### src/rtl/ctrl_pkg.sv
// rtl/ctrl_pkg.sv - opcode, state and datapath select codes shared by the multicycle control FSM
package ctrl_pkg;

    localparam logic [3:0] OP_RTYPE = 4'h0;
    localparam logic [3:0] OP_LW    = 4'h1;
    localparam logic [3:0] OP_SW    = 4'h2;
    localparam logic [3:0] OP_BEQ   = 4'h3;
    localparam logic [3:0] OP_J     = 4'h4;
    localparam logic [3:0] OP_ADDI  = 4'h5;
    localparam logic [3:0] OP_HALT  = 4'hF;

    typedef enum logic [3:0] {
        ST_RST_IDLE = 4'd0,
        ST_FETCH    = 4'd1,
        ST_DECODE   = 4'd2,
        ST_EXEC     = 4'd3,
        ST_RWB      = 4'd4,
        ST_ADDR     = 4'd5,
        ST_MREAD    = 4'd6,
        ST_MWB      = 4'd7,
        ST_MWRITE   = 4'd8,
        ST_IWB      = 4'd9,
        ST_BRANCH   = 4'd10,
        ST_JUMP     = 4'd11,
        ST_HALT     = 4'd12
    } state_e;

    localparam logic [1:0] ALUOP_ADD   = 2'b00;
    localparam logic [1:0] ALUOP_SUB   = 2'b01;
    localparam logic [1:0] ALUOP_FUNCT = 2'b10;

    localparam logic [1:0] SELB_RD2 = 2'b00;
    localparam logic [1:0] SELB_ONE = 2'b01;
    localparam logic [1:0] SELB_IMM = 2'b10;

    localparam logic [1:0] PCSRC_ALU    = 2'b00;
    localparam logic [1:0] PCSRC_ALUOUT = 2'b01;
    localparam logic [1:0] PCSRC_IMM    = 2'b10;

    function automatic logic is_legal_op(input logic [3:0] op);
        case (op)
            OP_RTYPE, OP_LW, OP_SW, OP_BEQ, OP_J, OP_ADDI, OP_HALT: is_legal_op = 1'b1;
            default:                                                is_legal_op = 1'b0;
        endcase
    endfunction

endpackage

### src/rtl/multicycle_ctrl.sv
// rtl/multicycle_ctrl.sv - multicycle control FSM sequencing fetch/decode/execute/memory/write-back
module multicycle_ctrl
    import ctrl_pkg::*;
(
    input  logic       clk,
    input  logic       rst_n,
    input  logic [3:0] Opcode,
    input  logic       Zero,
    input  logic       mem_ack,
    output logic       mem_req,
    output logic       MemWrite,
    output logic       IorD,
    output logic       IRWrite,
    output logic       PCWrite,
    output logic       PCWriteCond,
    output logic [1:0] PCSource,
    output logic       ALUSelA,
    output logic [1:0] ALUSelB,
    output logic [1:0] ALUOp,
    output logic       RegWrite,
    output logic       RegDst,
    output logic       MemtoReg,
    output logic       instr_done,
    output logic       halted,
    output logic       illegal
);

    state_e state_q, state_d;
    logic   illegal_q, illegal_d;

    // Zero gates the PC in the datapath; the controller only raises PCWriteCond.
    logic unused_zero;
    assign unused_zero = Zero;

    always_ff @(posedge clk or negedge rst_n) begin
        if (!rst_n) begin
            state_q   <= ST_RST_IDLE;
            illegal_q <= 1'b0;
        end else begin
            state_q   <= state_d;
            illegal_q <= illegal_d;
        end
    end

    always_comb begin
        state_d     = state_q;
        illegal_d   = illegal_q;
        mem_req     = 1'b0;
        MemWrite    = 1'b0;
        IorD        = 1'b0;
        IRWrite     = 1'b0;
        PCWrite     = 1'b0;
        PCWriteCond = 1'b0;
        PCSource    = PCSRC_ALU;
        ALUSelA     = 1'b0;
        ALUSelB     = SELB_RD2;
        ALUOp       = ALUOP_ADD;
        RegWrite    = 1'b0;
        RegDst      = 1'b0;
        MemtoReg    = 1'b0;
        instr_done  = 1'b0;
        halted      = 1'b0;
        illegal     = illegal_q;

        case (state_q)
            ST_RST_IDLE: state_d = ST_FETCH;
            ST_FETCH: begin
                mem_req = 1'b1;
                ALUSelB = SELB_ONE;
                IRWrite = mem_ack;
                PCWrite = mem_ack;
                if (mem_ack) state_d = ST_DECODE;
            end
            ST_DECODE: begin
                ALUSelB = SELB_IMM;
                case (Opcode)
                    OP_RTYPE:              state_d = ST_EXEC;
                    OP_LW, OP_SW, OP_ADDI: state_d = ST_ADDR;
                    OP_BEQ:                state_d = ST_BRANCH;
                    OP_J:                  state_d = ST_JUMP;
                    default:               state_d = ST_HALT;
                endcase
                if (!is_legal_op(Opcode)) illegal_d = 1'b1;
            end
            ST_EXEC: begin
                ALUSelA = 1'b1;
                ALUOp   = ALUOP_FUNCT;
                state_d = ST_RWB;
            end
            ST_RWB: begin
                RegDst     = 1'b1;
                RegWrite   = 1'b1;
                instr_done = 1'b1;
                state_d    = ST_FETCH;
            end
            ST_ADDR: begin
                ALUSelA = 1'b1;
                ALUSelB = SELB_IMM;
                case (Opcode)
                    OP_LW:   state_d = ST_MREAD;
                    OP_SW:   state_d = ST_MWRITE;
                    default: state_d = ST_IWB;
                endcase
            end
            ST_MREAD: begin
                mem_req = 1'b1;
                IorD    = 1'b1;
                if (mem_ack) state_d = ST_MWB;
            end
            ST_MWB: begin
                MemtoReg   = 1'b1;
                RegWrite   = 1'b1;
                instr_done = 1'b1;
                state_d    = ST_FETCH;
            end
            ST_MWRITE: begin
                mem_req    = 1'b1;
                MemWrite   = 1'b1;
                IorD       = 1'b1;
                instr_done = mem_ack;
                if (mem_ack) state_d = ST_FETCH;
            end
            ST_IWB: begin
                RegWrite   = 1'b1;
                instr_done = 1'b1;
                state_d    = ST_FETCH;
            end
            ST_BRANCH: begin
                ALUSelA     = 1'b1;
                ALUOp       = ALUOP_SUB;
                PCWriteCond = 1'b1;
                PCSource    = PCSRC_ALUOUT;
                instr_done  = 1'b1;
                state_d     = ST_FETCH;
            end
            ST_JUMP: begin
                PCWrite    = 1'b1;
                PCSource   = PCSRC_IMM;
                instr_done = 1'b1;
                state_d    = ST_FETCH;
            end
            ST_HALT: halted = 1'b1;
            default: state_d = ST_RST_IDLE;
        endcase
    end

endmodule

### config.mk
export PLATFORM = sky130hd
export DESIGN_NAME = multicycle_ctrl
export DESIGN_NICKNAME = d
export VERILOG_FILES = /design/src/rtl/ctrl_pkg.sv /design/src/rtl/multicycle_ctrl.sv
export SDC_FILE = /design/constraint.sdc
export NUM_CORES = 1
export LEC_CHECK = 0
export CORE_MARGIN = 2
export CORE_UTILIZATION = 42
export DETAILED_ROUTE_END_ITERATION = 10
export PLACE_DENSITY = 0.82
export SYNTH_ARGS = -nofsm -noshare
export SYNTH_HDL_FRONTEND = slang
export SYNTH_SLANG_ARGS = --single-unit
### constraint.sdc
create_clock -name clk -period 2.4 [get_ports clk]
set_input_delay 0.6 -clock clk [delete_from_list [all_inputs] [get_ports clk]]
set_output_delay 0.6 -clock clk [all_outputs]
set_load 0.005 [all_outputs]
==> results_tabular.tex <==
\begin{tabular}{lr}
\hline
Metric & Value \\
\hline
\multicolumn{2}{l}{\textbf{Setup path}} \\
\quad Crit path capture & IorD \\
\quad Series of cell instances along the critical path & nand2b\_4 > mux2\_4 > nor2\_4 > clkdlybuf4s50\_1 \\
\quad Kind of launch point of the worst setup path & flop \\
\quad Depth of the critical timing path with buffers and inverters included & 4 \\
\quad Data arrival time at the worst-slack endpoint & 1.75 ns \\
\quad Highest cell delay on the worst timing path & 0.51 ns \\
\quad Critical Path Slowest Stage Cell & clkdlybuf4s50\_1 \\
\quad Family with the most delay on the worst path & buffers and inverters \\
\quad Worst reg-to-reg setup slack & 0.50 ns \\
\quad Crit path required time & 1.80 ns \\
\quad End of the worst register-to-register path & state\_q[1]\$\_DFFE\_PN0P\_ \\
\quad Crit end category & primary output \\
\quad Critical path launch point & state\_q[2]\$\_DFFE\_PN0P\_ \\
\quad Critical path fanouts, max & 5 \\
\quad Reg2Reg Launch Point & state\_q[2]\$\_DFFE\_PN0P\_ \\
\quad Worst setup path category & reg -> out \\
\quad Path depth of the worst reg2reg path & 5 \\
\quad WP buf/inv & 1 \\
\multicolumn{2}{l}{\textbf{Clock network}} \\
\quad H-tree Lvls & 1 \\
\quad Clock latency at the later pin of the worst-skew pair & 0.24 ns \\
\quad Count of hold-fix buffers inserted at cts & 0 \\
\quad Clock edge transition at the registers on the reported setup and hold paths & 0.05 ns \\
\quad Clock net sink count & 5 \\
\quad CTS tree & done \\
\quad Buffer type at the clock tree root & clkbuf\_4 \\
\quad Max Buffers Root-to-Sink & 2 \\
\quad CTS Buf Count & 3 \\
\multicolumn{2}{l}{\textbf{Placed design}} \\
\quad Last weighted congestion value of the routability-driven placer & 0.907 \\
\quad Placement-stage cell area & 887 um2 \\
\quad IO buf count & 25 \\
\quad Final HPWL DP & 1310 um \\
\quad Total placed cells including tap cells & 125 \\
\quad Worst setup slack before clock tree synthesis & -0.296 ns \\
\multicolumn{2}{l}{\textbf{Timing}} \\
\quad Final worst path period need & 2.35 ns \\
\quad Total setup violations reported at the end of the flow & 0 \\
\quad Final-report hold violation count & 0 \\
\quad Worst relative slew slack & approximately four fifths \\
\quad Highest Clock Rate & roughly 0.43 GHz \\
\quad Worst Clk Skew & between 0.005 and 0.006 ns \\
\quad Minimum setup slack in the final design & 0.0500 ns \\
\quad Transition time at the pin with the least slew margin & 0.270 ns \\
\quad Final Cycle Share & approximately 98\% \\
\quad Max Transition Viols Final & 0 \\
\multicolumn{2}{l}{\textbf{GRT}} \\
\quad Leftover overflow at the end of global routing & 0 \\
\quad Wire length of the first global-routing pass & between 2000 and 3000 um \\
\quad Met1 GRT Util & 28.5\% \\
\quad Initial antenna violation count & 0 \\
\quad Pin count of the biggest net entering global routing & 11 \\
\quad Met2 global-route usage & 41.8\% \\
\quad Top Usage Layer GRT & met2 \\
\quad Total GRT Usage & 24.2\% \\
\quad Number of global-route vias before repair & 583 \\
\quad Global-route met3 utilization & 6.52\% \\
\multicolumn{2}{l}{\textbf{Yosys}} \\
\quad Synth Instances & 81 \\
\quad Number of synthesized register bits & 5 \\
\quad Library cell with the largest summed area after synthesis & dfrtp\_1 \\
\quad Distinct cells, synth & 31 \\
\quad Net count after synthesis & 89 \\
\quad Post-synthesis area per instance & 7.03 um2 \\
\quad Fraction of the yosys area taken by sequential cells & about 22\% \\
\quad Cells taking the most area after synthesis & dfrtp\_1 (22\%), nand2b\_1 (6.6\%), nor3\_1 (6.2\%), a21oi\_1 (5.3\%), nor2\_1 (5.3\%) \\
\quad Yosys synthesis warning count & 0 \\
\quad Area of the mapped netlist & 569 um2 \\
\quad Share of the synthesized area in the top cell type & a little over a fifth \\
\multicolumn{2}{l}{\textbf{Layout}} \\
\quad Ratio of cells with drive above 1 in the final layout & 31.4\% \\
\quad Final instance area & just over 1000 um2 \\
\quad Layout overhead on the synthesized area & 78.5\% \\
\quad Final net count & roughly 130 \\
\quad Non-filler cells, final & about 130 \\
\quad Number of antenna cells inserted & 0 \\
\multicolumn{2}{l}{\textbf{Floorplan}} \\
\quad Overall die area & about 1700 um2 \\
\quad Die extent in x & 40.8 um \\
\quad Initial cell density of the core & 44.3\% \\
\quad Num rows & 13 \\
\quad Die Height & 40.8 um \\
\quad Ports & 27 \\
\quad Placeable Area & 1280 um2 \\
\multicolumn{2}{l}{\textbf{Worst hold path}} \\
\quad Worst hold start & illegal\$\_DFFE\_PN0P\_ \\
\quad Hold/Removal Path Class & reg -> reg \\
\multicolumn{2}{l}{\textbf{Power}} \\
\quad Power density cells & 965 nW/um2 \\
\quad VDD IR-drop max & 0.000686 V \\
\quad Leakage & 0.447 nW \\
\multicolumn{2}{l}{\textbf{Detailed routing}} \\
\quad Total iterations of the first detailed-routing run & 4 \\
\quad Post-route DRC & 0 \\
\quad Detail-routed via count per cell & 5.84 \\
\quad Vias post-DR & 777 \\
\quad Remaining antenna violation count & 0 \\
\quad Wire per inst & 13.8 um \\
\quad Wirelength, routed & 1840 um \\
\quad Initial DRC Count & 19 \\
\multicolumn{2}{l}{\textbf{Run status}} \\
\quad Result of the run & finished clean \\
\multicolumn{2}{l}{\textbf{Run}} \\
\quad \# Max-Cap Violations & 0 \\
\hline
\end{tabular}
-- through the flow --
step | hold slack [ns] | utilization [%] | total power [mW] | TNS [ns]
CTS | 0.482 | 76.1 | 0.956 | 0
floorplan | 0.304 | - | 0.471 | 0
global route | 0.506 | 79.1 | 1.06 | -0.0364
global placement | 0.467 | 69.0 | 0.782 | -0.648
finish | 0.481 | 79.1 | 0.980 | 0
detailed placement | 0.468 | 69.0 | 0.796 | -0.694
-- placed cells by master (no fill, tap or decap), drive strengths merged, types with 4 or more instances in the layout --
master         instances
clkdlybuf4s50         18
buf                   16
nor2                   8
nor3                   7
a21oi                  6
nand2b                 6
dfrtp                  5
nand2                  4
o21ai                  4
a31oi                  4
dlymetal6s2s           4
clkbuf                 4
-- synth_stat cells --
cell / count
a21oi_1: 6
o221ai_1: 1
nand3b_1: 1
o21bai_1: 1
or3_1: 2
o21ai_0: 4
nor4_1: 1
dfrtp_1: 5
xnor2_1: 2
a31o_2: 1
nand2b_1: 6
o22ai_1: 1
buf_4: 3
clkbuf_1: 5
a31oi_1: 4
a21o_1: 1
nor2_1: 8
o32ai_1: 1
nor3b_1: 1
nand3_1: 2
o32a_1: 1
o31ai_1: 2
nand2_1: 4
a211o_1: 1
nor2b_1: 1
inv_1: 3
nand4_1: 1
or2_2: 3
or4b_4: 1
mux2_2: 1
nor3_1: 7
-- worst reg2reg max path, delay by kind of cell (launching register included) --
family	cells	cell delay (ns)
AOI/OAI and AO/OA	2	0.52
DFF	1	0.43
buffers and inverters	2	0.37
and+or+nand+nor	1	0.48
-- power breakdown --
part           switching (mW)  internal, mW  total [mW]
clock network          0.0349        0.0629      0.0978
logic                   0.312         0.389       0.701
registers              0.0618         0.120       0.182
-- cells by family (layout without fill, tap and decap cells) --
group | after synthesis | count (layout) | synth area share [%]
XOR/XNOR | 2 | 2 | 3.08
multiplexers | 1 | 1 | 1.98
AND/OR/NAND/NOR | 38 | 38 | 36.3
buffers and inverters | 11 | 48 | 9.23
AO/OA/AOI/OAI | 24 | 24 | 27.5
flip-flops | 5 | 5 | 22.0
-- metal layers --
layer	part of all wire (%)	vias up
li1	-	373
met1	38	349
met2	52	53
met3	9.1	2
met4	0.98	0
met5	0	-
-- cell type report --
class                   count  area [um2]
repair buffers             41         378
well taps                  15        18.8
inverters                   3        11.3
clock buffers               4        26.3
multi-input cells          65         453
flip-flops and latches      5         129
fillers                    94         269
-- timing repair --
action                     CTS  global route
setup endpoints to repair    7             6
gates resized for setup     14            10
buffers inserted             4             0
pin swaps                    2             1
gates cloned                 0             0
-- flip-flops by register name, indices dropped and copies added, names as in the netlist --
name	count
illegal	1
state_q	4
-- worst min path at each step --
stage                                     end  slack (ns)  cells after the start
after CTS                 illegal$_DFFE_PN0P_        0.48                      1
after floorplan           illegal$_DFFE_PN0P_        0.30                      0
final                     illegal$_DFFE_PN0P_        0.48                      1
after global routing      illegal$_DFFE_PN0P_        0.51                      1
after global placement    illegal$_DFFE_PN0P_        0.47                      1
after detailed placement  illegal$_DFFE_PN0P_        0.47                      1
No activity file was read; power rests on OpenSTA's default activity.
